`src/rtl/mem_arbiter.sv`:
```
// mem_arbiter: two-port main-memory arbiter between an I-cache refill port
// and a D-cache refill/writeback port. One memory transaction runs at a time.
// D-side wins simultaneous requests until it has been granted STARVE_LIMIT
// times in a row while the I-side was waiting; then the I-side gets a turn.
//
// Ports
//   clk, reset            rising-edge clock, synchronous active-low reset
//   i_req, i_addr         I-side refill request (held until i_done)
//   i_rdata, i_done       I-side refill line and one-cycle completion pulse
//   d_req, d_we, d_addr,  D-side request; d_we=1 writeback, 0 refill
//   d_wdata               D-side writeback line
//   d_rdata, d_done       D-side refill line and one-cycle completion pulse
//   mem_req, mem_we,      main-memory request, held for the whole grant
//   mem_addr, mem_wdata   (address is line aligned)
//   mem_rdata, mem_ready  main-memory read line and one-cycle completion
//   busy                  arbiter not idle
//   owner                 current grant, 0 = I, 1 = D (valid with mem_req)
//
// state   | meaning
// IDLE    | no transaction; requests sampled here only
// GRANT_I | I-side refill in flight, waiting for mem_ready
// GRANT_D | D-side refill or writeback in flight, waiting for mem_ready
// DONE    | one-cycle turnaround while the done pulse is visible
module mem_arbiter #(
  parameter int STARVE_LIMIT = 2
) (
  input  logic         clk,
  input  logic         reset,
  input  logic         i_req,
  input  logic [31:0]  i_addr,
  output logic [127:0] i_rdata,
  output logic         i_done,
  input  logic         d_req,
  input  logic         d_we,
  input  logic [31:0]  d_addr,
  input  logic [127:0] d_wdata,
  output logic [127:0] d_rdata,
  output logic         d_done,
  output logic         mem_req,
  output logic         mem_we,
  output logic [31:0]  mem_addr,
  output logic [127:0] mem_wdata,
  input  logic [127:0] mem_rdata,
  input  logic         mem_ready,
  output logic         busy,
  output logic         owner
);

  typedef enum logic [1:0] {
    IDLE    = 2'd0,
    GRANT_I = 2'd1,
    GRANT_D = 2'd2,
    DONE    = 2'd3
  } state_t;

  localparam logic [1:0] STREAK_LIMIT = 2'(STARVE_LIMIT);
  localparam logic [31:0] LINE_MASK = ~32'h0000_000F;

  state_t       state_q, state_d;
  logic [1:0]   d_streak_q, d_streak_d;
  logic         mem_req_q, mem_req_d;
  logic         mem_we_q, mem_we_d;
  logic [31:0]  mem_addr_q, mem_addr_d;
  logic [127:0] mem_wdata_q, mem_wdata_d;
  logic [127:0] i_rdata_q, i_rdata_d;
  logic [127:0] d_rdata_q, d_rdata_d;
  logic         i_done_q, i_done_d;
  logic         d_done_q, d_done_d;
  logic         busy_q, busy_d;
  logic         owner_q, owner_d;

  always_comb begin
    state_d     = state_q;
    d_streak_d  = d_streak_q;
    mem_req_d   = mem_req_q;
    mem_we_d    = mem_we_q;
    mem_addr_d  = mem_addr_q;
    mem_wdata_d = mem_wdata_q;
    i_rdata_d   = i_rdata_q;
    d_rdata_d   = d_rdata_q;
    i_done_d    = 1'b0;
    d_done_d    = 1'b0;
    owner_d     = owner_q;

    case (state_q)
      IDLE: begin
        // I-side wins only when alone or when the D-side streak has hit the limit.
        if (i_req && (!d_req || d_streak_q == STREAK_LIMIT)) begin
          state_d     = GRANT_I;
          mem_req_d   = 1'b1;
          mem_we_d    = 1'b0;
          mem_addr_d  = i_addr & LINE_MASK;
          mem_wdata_d = '0;
          owner_d     = 1'b0;
          d_streak_d  = 2'd0;
        end else if (d_req) begin
          state_d     = GRANT_D;
          mem_req_d   = 1'b1;
          mem_we_d    = d_we;
          mem_addr_d  = d_addr & LINE_MASK;
          mem_wdata_d = d_wdata;
          owner_d     = 1'b1;
          if (i_req) begin
            d_streak_d = (d_streak_q == 2'd3) ? 2'd3 : d_streak_q + 2'd1;
          end else begin
            d_streak_d = 2'd0;
          end
        end else begin
          d_streak_d = 2'd0;
        end
      end

      GRANT_I: begin
        if (mem_ready) begin
          state_d   = DONE;
          mem_req_d = 1'b0;
          i_rdata_d = mem_rdata;
          i_done_d  = 1'b1;
        end
      end

      GRANT_D: begin
        if (mem_ready) begin
          state_d   = DONE;
          mem_req_d = 1'b0;
          mem_we_d  = 1'b0;
          if (!mem_we_q) begin
            d_rdata_d = mem_rdata;
          end
          d_done_d = 1'b1;
        end
      end

      DONE: begin
        state_d = IDLE;
      end

      default: begin
        state_d   = IDLE;
        mem_req_d = 1'b0;
        mem_we_d  = 1'b0;
      end
    endcase

    busy_d = (state_d != IDLE);
  end

  always_ff @(posedge clk) begin
    if (!reset) begin
      state_q     <= IDLE;
      d_streak_q  <= 2'd0;
      mem_req_q   <= 1'b0;
      mem_we_q    <= 1'b0;
      mem_addr_q  <= '0;
      mem_wdata_q <= '0;
      i_rdata_q   <= '0;
      d_rdata_q   <= '0;
      i_done_q    <= 1'b0;
      d_done_q    <= 1'b0;
      busy_q      <= 1'b0;
      owner_q     <= 1'b0;
    end else begin
      state_q     <= state_d;
      d_streak_q  <= d_streak_d;
      mem_req_q   <= mem_req_d;
      mem_we_q    <= mem_we_d;
      mem_addr_q  <= mem_addr_d;
      mem_wdata_q <= mem_wdata_d;
      i_rdata_q   <= i_rdata_d;
      d_rdata_q   <= d_rdata_d;
      i_done_q    <= i_done_d;
      d_done_q    <= d_done_d;
      busy_q      <= busy_d;
      owner_q     <= owner_d;
    end
  end

  assign mem_req   = mem_req_q;
  assign mem_we    = mem_we_q;
  assign mem_addr  = mem_addr_q;
  assign mem_wdata = mem_wdata_q;
  assign i_rdata   = i_rdata_q;
  assign d_rdata   = d_rdata_q;
  assign i_done    = i_done_q;
  assign d_done    = d_done_q;
  assign busy      = busy_q;
  assign owner     = owner_q;

endmodule

```
`config.mk`:
```
export PLATFORM = sky130hd
export DESIGN_NAME = mem_arbiter
export DESIGN_NICKNAME = d
export VERILOG_FILES = /design/src/rtl/mem_arbiter.sv
export SDC_FILE = /design/constraint.sdc
export NUM_CORES = 1
export LEC_CHECK = 0
export ABC_CLOCK_PERIOD_IN_PS = 5100
export CAP_MARGIN = 20
export CORE_AREA = 5 5 284 286
export DETAILED_ROUTE_END_ITERATION = 10
export DIE_AREA = 0 0 289 291
export SLEW_MARGIN = 25
export SYNTH_ARGS = -nofsm -noshare
export SYNTH_HDL_FRONTEND = slang
export SYNTH_SLANG_ARGS = --single-unit
```
`constraint.sdc`:
```
create_clock -name clk -period 5.1 [get_ports clk]
set_input_delay 1.275 -clock clk [delete_from_list [all_inputs] [get_ports clk]]
set_output_delay 1.275 -clock clk [all_outputs]
set_load 0.02 [all_outputs]
```
* Yosys cells after proc, flatten, opt, wreduce, memory -nomap -nowiden *
Index checks and enable logic that the tools add are counted.

storage, ports and cells
  register bits = 426
  input bits = 326
  output and inout bits = 422
  logic and storage cells = 59

operators by class
  add/sub/neg operators = 1
  equality and inequality tests = 8
  multiplexer cells = 21
  bitwise logic cells = 1
  reductions and logical operators = 16

operator list
  cell                 count
  $mux 128             2
  $mux 32              2
  $mux 2               7
  $reduce_and 3->1     3
  $eq 2x2->1 const B   4
  $reduce_and 2->1     4
  $reduce_bool 2->1    4
  $mux 1               7
  $pmux 2 s3           1
  $pmux 1 s2           2
  $ne 3x3->1 const B   1
  $add 2x1->2 const B  1
  $eq 2x1->1 const B   1
  $logic_not 2->1      1
  $ne 2x1->1 const B   1
  $ne 2x2->1 const B   1
  $reduce_or 2->1      1
  $logic_and 1x1->1    1
  $logic_not 1->1      1
  $logic_or 1x1->1     1
  $not 1->1            1

* Longest topological paths before layout *
Gate-level depths: netlist of the first run.

  depth after elaboration = 6
  gate-level depth with buffers = 8
  depth with buffers taken out = 5

* Least setup slack after synthesis of the first run *
No wires, ideal clock.

  kind = in2reg
  start point = input port i_req
  end point = register state_q[1]
  library setup time = 115 ps
  arrival time = 2201 ps
  data required time = 4985 ps
  path slack = 2784 ps
  stages on the path = 6
  path buffers = 3
  path through = buf_2 nand3b_1 buf_2 buf_2 and2_1 o21a_1

between the ends
  word-level cells in the longest chain between the ends = 3

RTL lines
  what                    RTL line  RTL
  start: declaration      29        input logic i_req,
  $logic_and 1x1->1       88        if (i_req && (!d_req || d_streak_q == STREAK_LIMIT)) begin
  $mux 2                  88
  $pmux 2 s3              85        case (state_q)
  end signal: assignment  163       state_q <= state_d;
  end: declaration        59        state_t state_q, state_d;

Every way passes these cells.
A chain may end at the register's enable or synchronous reset.

* Worst setup path after layout of the first run *
  start point = register mem_we_q (netlist: mem_we)
  end point = output port mem_we

RTL lines
  what                      RTL line  RTL
  start: declaration        62        logic mem_we_q, mem_we_d;
  start signal: assignment  166       mem_we_q <= mem_we_d;
  end: declaration          40        output logic mem_we,

No word-level cell between the ends.

==> reports/qor.csv, run 1 <==
stage,metric,value,unit
sta,Setup TNS,0,ns
final_layout,final instance area,26100,um^2
drt,First-pass DRT Iterations,4,
global_routing,grt met1 use,17.0,%
floorplan,I/O pin count,748,
setup_path,Setup crit end kind,output pin,
floorplan,Placeable Area,78100,um^2
placement,dpl cells,3431,
final_layout,Post-Layout Cell Count,3529,
drt,vias per cell,4.31,
clock_tree,CTS tree,built,
global_routing,pin count of the biggest net entering global routing,148,
sta,Hold WS,0.458,ns
power_and_ir_drop,Power Density,340,nW/um^2
clock_tree,postcts setup bufs,0,
yosys,ys async rst share,0,%
yosys,mux share of post-synthesis cell area,0.125,%
floorplan,Die Area,84100,um^2
placement,Port Buffers,735,
yosys,largest family of logic cells by synthesized area,compound AO/OA/AOI/OAI gates,
clock_tree,H-tree levels,2,
yosys,"flops & latches, synth",422,
setup_path,family with the most delay on the worst path,buffers and inverters,
floorplan,Cell Rows,103,
floorplan,Die X,289,um
yosys,cells after synthesis,1783,
drt,# DRC,0,
setup_path,CP peak stage delay,0.87,ns
clock_tree,cts bufs inserted,49,
final_layout,Final #Nets,2763,
yosys,number of enable flip-flop cells after synthesis,0,
clock_tree,post-cts hold buffer count,0,
global_routing,met3 usage,6.04,%
global_routing,All-Layer GR Usage,14.7,%
sta,Final Slew Violations,0,
yosys,Syn Area/Cell,9.01,um^2
clock_tree,Root Buffer,clkbuf_16,
placement,Placed Instance Area,24400,um^2
job,maxcap violations,0,
clock_tree,clk sink count,422,
clock_tree,Post-CTS Resized,0,
global_routing,GR peak layer,met2,
clock_tree,"Reg clk slew, reported paths",0.06,ns
outcome,status,"complete, no violations",
final_layout,share of layout cells above drive strength 1,4.82,%
setup_path,Bufs and invs on worst path,1,
drt,total routed wirelength,66600,um
final_layout,"commonest cells after routing, fill and taps aside","clkdlybuf4s50_1 (734), nand2_1 (513), dfxtp_1 (422)",
sta,Fmax achieved,322,MHz
power_and_ir_drop,worst vdd ir,0.000231,V
floorplan,initial cell density of the core,20.6,%
yosys,Syn Std Cell Area,16100,um^2
setup_path,CP Launch Type,register,
yosys,Synth area leader,dfxtp_1,
sta,setup violators final,0,
sta,RSZ-0062 raised after global routing,false,
clock_tree,CTS max path bufs,3,
final_layout,fin util,33.4,%
global_routing,Congestion Overflow GR,0,
yosys,post-synthesis adder-cell area fraction,0.390,%
sta,Final Skew,0.0133,ns
sta,Final Critical Period,3.11,ns
global_routing,first-pass GRT wire length,96500,um
final_layout,Synth-to-Final Area Change,62.3,%
final_layout,Storage cell area,8450,um^2
global_routing,vias in the first global route,15000,
drt,wire per inst,18.9,um
setup_path,slowest cell on the critical path,clkdlybuf4s50_1,
drt,Initial DRC Count,587,
yosys,synth unique cells,36,
power_and_ir_drop,Lkg Pwr,8.61,nW
final_layout,multi-input logic area,6860,um^2
sta,Max-slew headroom,34.2,%
final_layout,"most common cell after layout, fill and taps aside",clkdlybuf4s50_1,
placement,DP HPWL,46800,um
final_layout,Fill cells,8144,
sta,count of final hold-check violations,0,
floorplan,Die H,291,um
yosys,xor/xnor cell area share of the yosys netlist,0,%
global_routing,initial antenna violation count,8,
yosys,"Seq/Total Area, Yosys",52.6,%
yosys,simple-gate share of the synthesized area,18.4,%
yosys,Yosys top cell area share,52.6,%
sta,Slew @ Worst Pin,0.984,ns
setup_path,Worst Path Arrival,1.83,ns
drt,final antenna-violating net count,0,
drt,vias,15200,
setup_path,sequence of cells on the critical path,clkdlybuf4s50_1,
global_routing,M2 GR Usage,24.7,%
yosys,post-synthesis compound-gate area fraction,23.6,%
sta,Tcrit/Tclk final,60.9,%
setup_path,CP Data Required Time,3.83,ns
yosys,leading post-synthesis cells by cell area,"dfxtp_1 (53%), a21boi_0 (12%), nand2_1 (12%), a32oi_1 (7.0%), nor2b_1 (5.1%)",
min_path,Hold Path Class,reg2reg,
yosys,Synth Flop Type,dfxtp_1,
setup_path,highest fanout seen on the critical path,4,
clock_tree,worst-skew pair later-pin latency,0.58,ns
setup_path,crit path kind,reg2out,
yosys,warning count from the yosys run,0,
placement,Placer Congestion,0.776,
[sequential cells by signal (all words and copies together), names as in the netlist]
signal / count
d_done: 1
busy: 1
d_streak_q: 2
mem_wdata: 128
d_rdata: 128
owner: 1
mem_req: 1
state_q: 2
mem_we: 1
i_done: 1
mem_addr: 28
i_rdata: 128
[per-stage QoR]
step                      setup WS (ns)  total power, mW
after global routing               1.84             9.26
after CTS                          1.91             9.03
after detailed placement           1.31             5.29
after global placement             1.35             5.29
after floorplan                    2.78             4.42
final                              1.99             8.87
[cells by family after synthesis]
kind of cell,count (synthesis)
AOI/OAI and AO/OA,486
DFF,422
adders and majority gates,5
and+or+nand+nor,689
other,1
muxes,2
buffers and inverters,178
[power by group]
group | switching [mW] | total (mW) | leakage, nW | internal, mW
combinational | 0.852 | 1.61 | 4.35 | 0.757
clock | 1.47 | 3.67 | 0.821 | 2.20
sequential | 0.103 | 3.59 | 3.44 | 3.49
[final timing paths]
check / start / end / slack (ns) / cells after the start
max: mem_we / mem_we / 1.99 / 1
min reg2reg: i_rdata[56] / i_rdata[56] / 0.46 / 2
min: i_rdata[56] / i_rdata[56] / 0.46 / 2
max reg2reg: state_q[0] / mem_addr[31] / 2.69 / 5
[final cells by class]
class,instances,area share (%)
inverters,5,0.0720
clock inverters,18,0.879
well taps,1050,5.04
clock buffers,72,5.51
diodes,8,0.0768
flip-flops and latches,422,32.4
repair buffers,768,29.7
multi-input cells,1186,26.3
[Yosys cell counts, types with 13 or more instances]
| cell type | n |
|---|---|
| a2111oi_0 | 28 |
| a211oi_1 | 28 |
| a21boi_0 | 258 |
| a32oi_1 | 128 |
| buf_1 | 13 |
| buf_2 | 49 |
| clkbuf_1 | 101 |
| dfxtp_1 | 422 |
| nand2_1 | 514 |
| nor2_1 | 30 |
| nor2b_1 | 130 |
| o21ai_0 | 31 |
[routing by layer]
layer	wire length, um	up-vias
li1	-	7416
met1	26100	7154
met2	31800	549
met3	6930	97
met4	1780	2
met5	20	-
Note: power is estimated with default switching activity, not from simulation.
==> run 2: changes to the inputs <==
Settings changed: ABC_CLOCK_PERIOD_IN_PS 5100 to 2850, CORE_AREA 5 5 284 286 to 5 5 286 288, DIE_AREA 0 0 289 291 to 0 0 291 293.
Clock period 5.1 ns to 2.85 ns, I/O delays scaled along.
==> reports/qor.csv, run 2 (same netlist as run 1, synthesis figures left out) <==
stage,metric,value,unit,change
outcome,status,"complete, no violations",,unchanged
setup_path,Setup crit end kind,output pin,,unchanged
setup_path,Worst Path Arrival,1.79,ns,was 1.83 ns
drt,total routed wirelength,65200,um,was 66600 um
placement,dpl ws,0.269,ns,was 1.31 ns
sta,Fmax achieved,399,MHz,
setup_path,family with the most delay on the worst path,buffers and inverters,,unchanged
global_routing,initial antenna violation count,5,,was 8
floorplan,initial cell density of the core,20.4,%,was 20.6%
sta,Final Skew,0.0221,ns,was 0.0133 ns
setup_path,CP peak stage delay,0.80,ns,was 0.87 ns
sta,setup violators final,0,,unchanged
sta,Final Critical Period,2.50,ns,
clock_tree,CTS max path bufs,3,,unchanged
sta,RSZ-0062 raised after global routing,false,,unchanged
clock_tree,cts bufs inserted,50,,was 49
global_routing,vias in the first global route,15100,,was 15000
drt,vias,15200,,about the same
floorplan,Placeable Area,78600,um^2,was 78100 um^2
placement,Placer Congestion,0.821,,was 0.776
drt,# DRC,0,,unchanged
clock_tree,"Reg clk slew, reported paths",0.06,ns,about the same
final_layout,"most common cell after layout, fill and taps aside",clkdlybuf4s50_1,,unchanged
floorplan,Die Area,85300,um^2,was 84100 um^2
global_routing,pin count of the biggest net entering global routing,100,,was 148
final_layout,Fill cells,8226,,was 8144
setup_path,crit path kind,reg2out,,unchanged
floorplan,I/O pin count,748,,unchanged
setup_path,Bufs and invs on worst path,1,,unchanged
drt,final antenna-violating net count,0,,unchanged
sta,Final Slew Violations,0,,unchanged
sta,count of final hold-check violations,0,,unchanged
global_routing,Congestion Overflow GR,0,,unchanged
final_layout,Synth-to-Final Area Change,64.5,%,was 62.3%
placement,Port Buffers,735,,unchanged
drt,First-pass DRT Iterations,4,,unchanged
power_and_ir_drop,worst vdd ir,0.000536,V,was 0.000231 V
sta,Tcrit/Tclk final,87.8,%,
clock_tree,H-tree levels,2,,unchanged
drt,vias per cell,4.28,,was 4.31
setup_path,slowest cell on the critical path,clkdlybuf4s50_1,,unchanged
clock_tree,worst-skew pair later-pin latency,0.59,ns,was 0.58 ns
setup_path,CP Data Required Time,2.14,ns,was 3.83 ns
setup_path,sequence of cells on the critical path,clkdlybuf4s50_1,,unchanged
sta,final setup margin,0.346,ns,was 1.99 ns
global_routing,All-Layer GR Usage,14.3,%,was 14.7%
global_routing,first-pass GRT wire length,96600,um,was 96500 um
power_and_ir_drop,Lkg Pwr,8.81,nW,was 8.61 nW
clock_tree,clk sink count,422,,unchanged
sta,Slew @ Worst Pin,0.931,ns,was 0.984 ns
clock_tree,Root Buffer,clkbuf_16,,unchanged
power_and_ir_drop,Power Density,611,nW/um^2,was 340 nW/um^2
final_layout,"commonest cells after routing, fill and taps aside","clkdlybuf4s50_1 (734), nand2_1 (513), dfxtp_1 (422)",,unchanged
setup_path,CP Launch Type,register,,unchanged
job,maxcap violations,0,,unchanged
clock_tree,post-cts hold buffer count,0,,unchanged
sta,Max-slew headroom,37.9,%,was 34.2%
drt,wire per inst,18.4,um,was 18.9 um
floorplan,Die X,291,um,was 289 um
drt,Initial DRC Count,618,,was 587
final_layout,share of layout cells above drive strength 1,5.94,%,was 4.82%
floorplan,Cell Rows,103,,unchanged
clock_tree,CTS tree,built,,unchanged
clock_tree,Post-CTS Resized,0,,unchanged
placement,DP HPWL,46300,um,was 46800 um
sta,Setup TNS,0,ns,unchanged
min_path,Hold Path Class,reg2reg,,unchanged
floorplan,Die H,293,um,was 291 um
setup_path,highest fanout seen on the critical path,4,,unchanged
clock_tree,postcts setup bufs,0,,unchanged
final_layout,Final #Nets,2785,,was 2763
run 2: cell types whose count changed in the layout (fill, tap and decap cells not counted), sizes merged:
| cell | delta |
|---|---|
| diode | -2 |
| inv | +2 |
| bufinv | +1 |
| buf | +21 |
| clkinv | +1 |
| clkinvlp | -1 |
| clkbuf | -2 |
run 2: through the flow:
step | hold slack [ns] | utilization [%] | total power [mW] | instances | cell area (um^2)
5_1_grt | 0.476 | 33.6 | 16.9 | 3546 | 26400
2_1_floorplan | 0.476 | - | 7.90 | 1786 | 16100
6_report | 0.458 | 33.6 | 16.1 | 3549 | 26400
3_3_place_gp | 0.448 | 31.4 | 9.53 | 3452 | 24700
3_5_place_dp | 0.455 | 31.4 | 9.54 | 3452 | 24700
4_1_cts | 0.463 | 33.6 | 16.5 | 3543 | 26400
run 2: worst register-to-register path: stages, from the launching register on:
cell     delay (ns)
dfxtp_1        0.40
inv_1          0.11
ha_1           0.23
inv_1          0.67
nor2_1         0.15
o41a_1         0.41
run 2: area by class of cell:
cell class | instances | area [um^2] | area share [%]
diodes | 6 | 15.0 | 0.0568
clock buffers | 70 | 1460 | 5.51
clock inverters | 21 | 289 | 1.09
inverters | 5 | 18.8 | 0.0710
multi-input cells | 1186 | 6860 | 26.0
flip-flops and latches | 422 | 8450 | 32.0
well taps | 1050 | 1310 | 4.97
repair buffers | 789 | 8020 | 30.3
run 2: path summary, 6_finish.rpt:
kind | from | endpoint | slack, ns | depth (start not counted)
max | mem_we | mem_we | 0.35 | 1
min reg2reg | i_rdata[113] | i_rdata[113] | 0.46 | 2
max reg2reg | state_q[0] | busy | 0.76 | 5
min | i_rdata[113] | i_rdata[113] | 0.46 | 2
run 2: layer usage:
layer	vias to the layer above	global-route usage [%]	wire length, um	part of all wire [%]
li1	7456	-	-	-
met1	7057	16.5	25900	40
met2	558	24.1	31000	48
met3	111	5.56	5970	9.2
met4	0	5.07	2290	3.5
met5	-	0	0	0
run 2: power breakdown:
part / switching (mW) / internal (mW)
combinational: 1.52 / 1.42
sequential: 0.186 / 6.25
clock: 2.64 / 4.11
total: 4.35 / 11.8
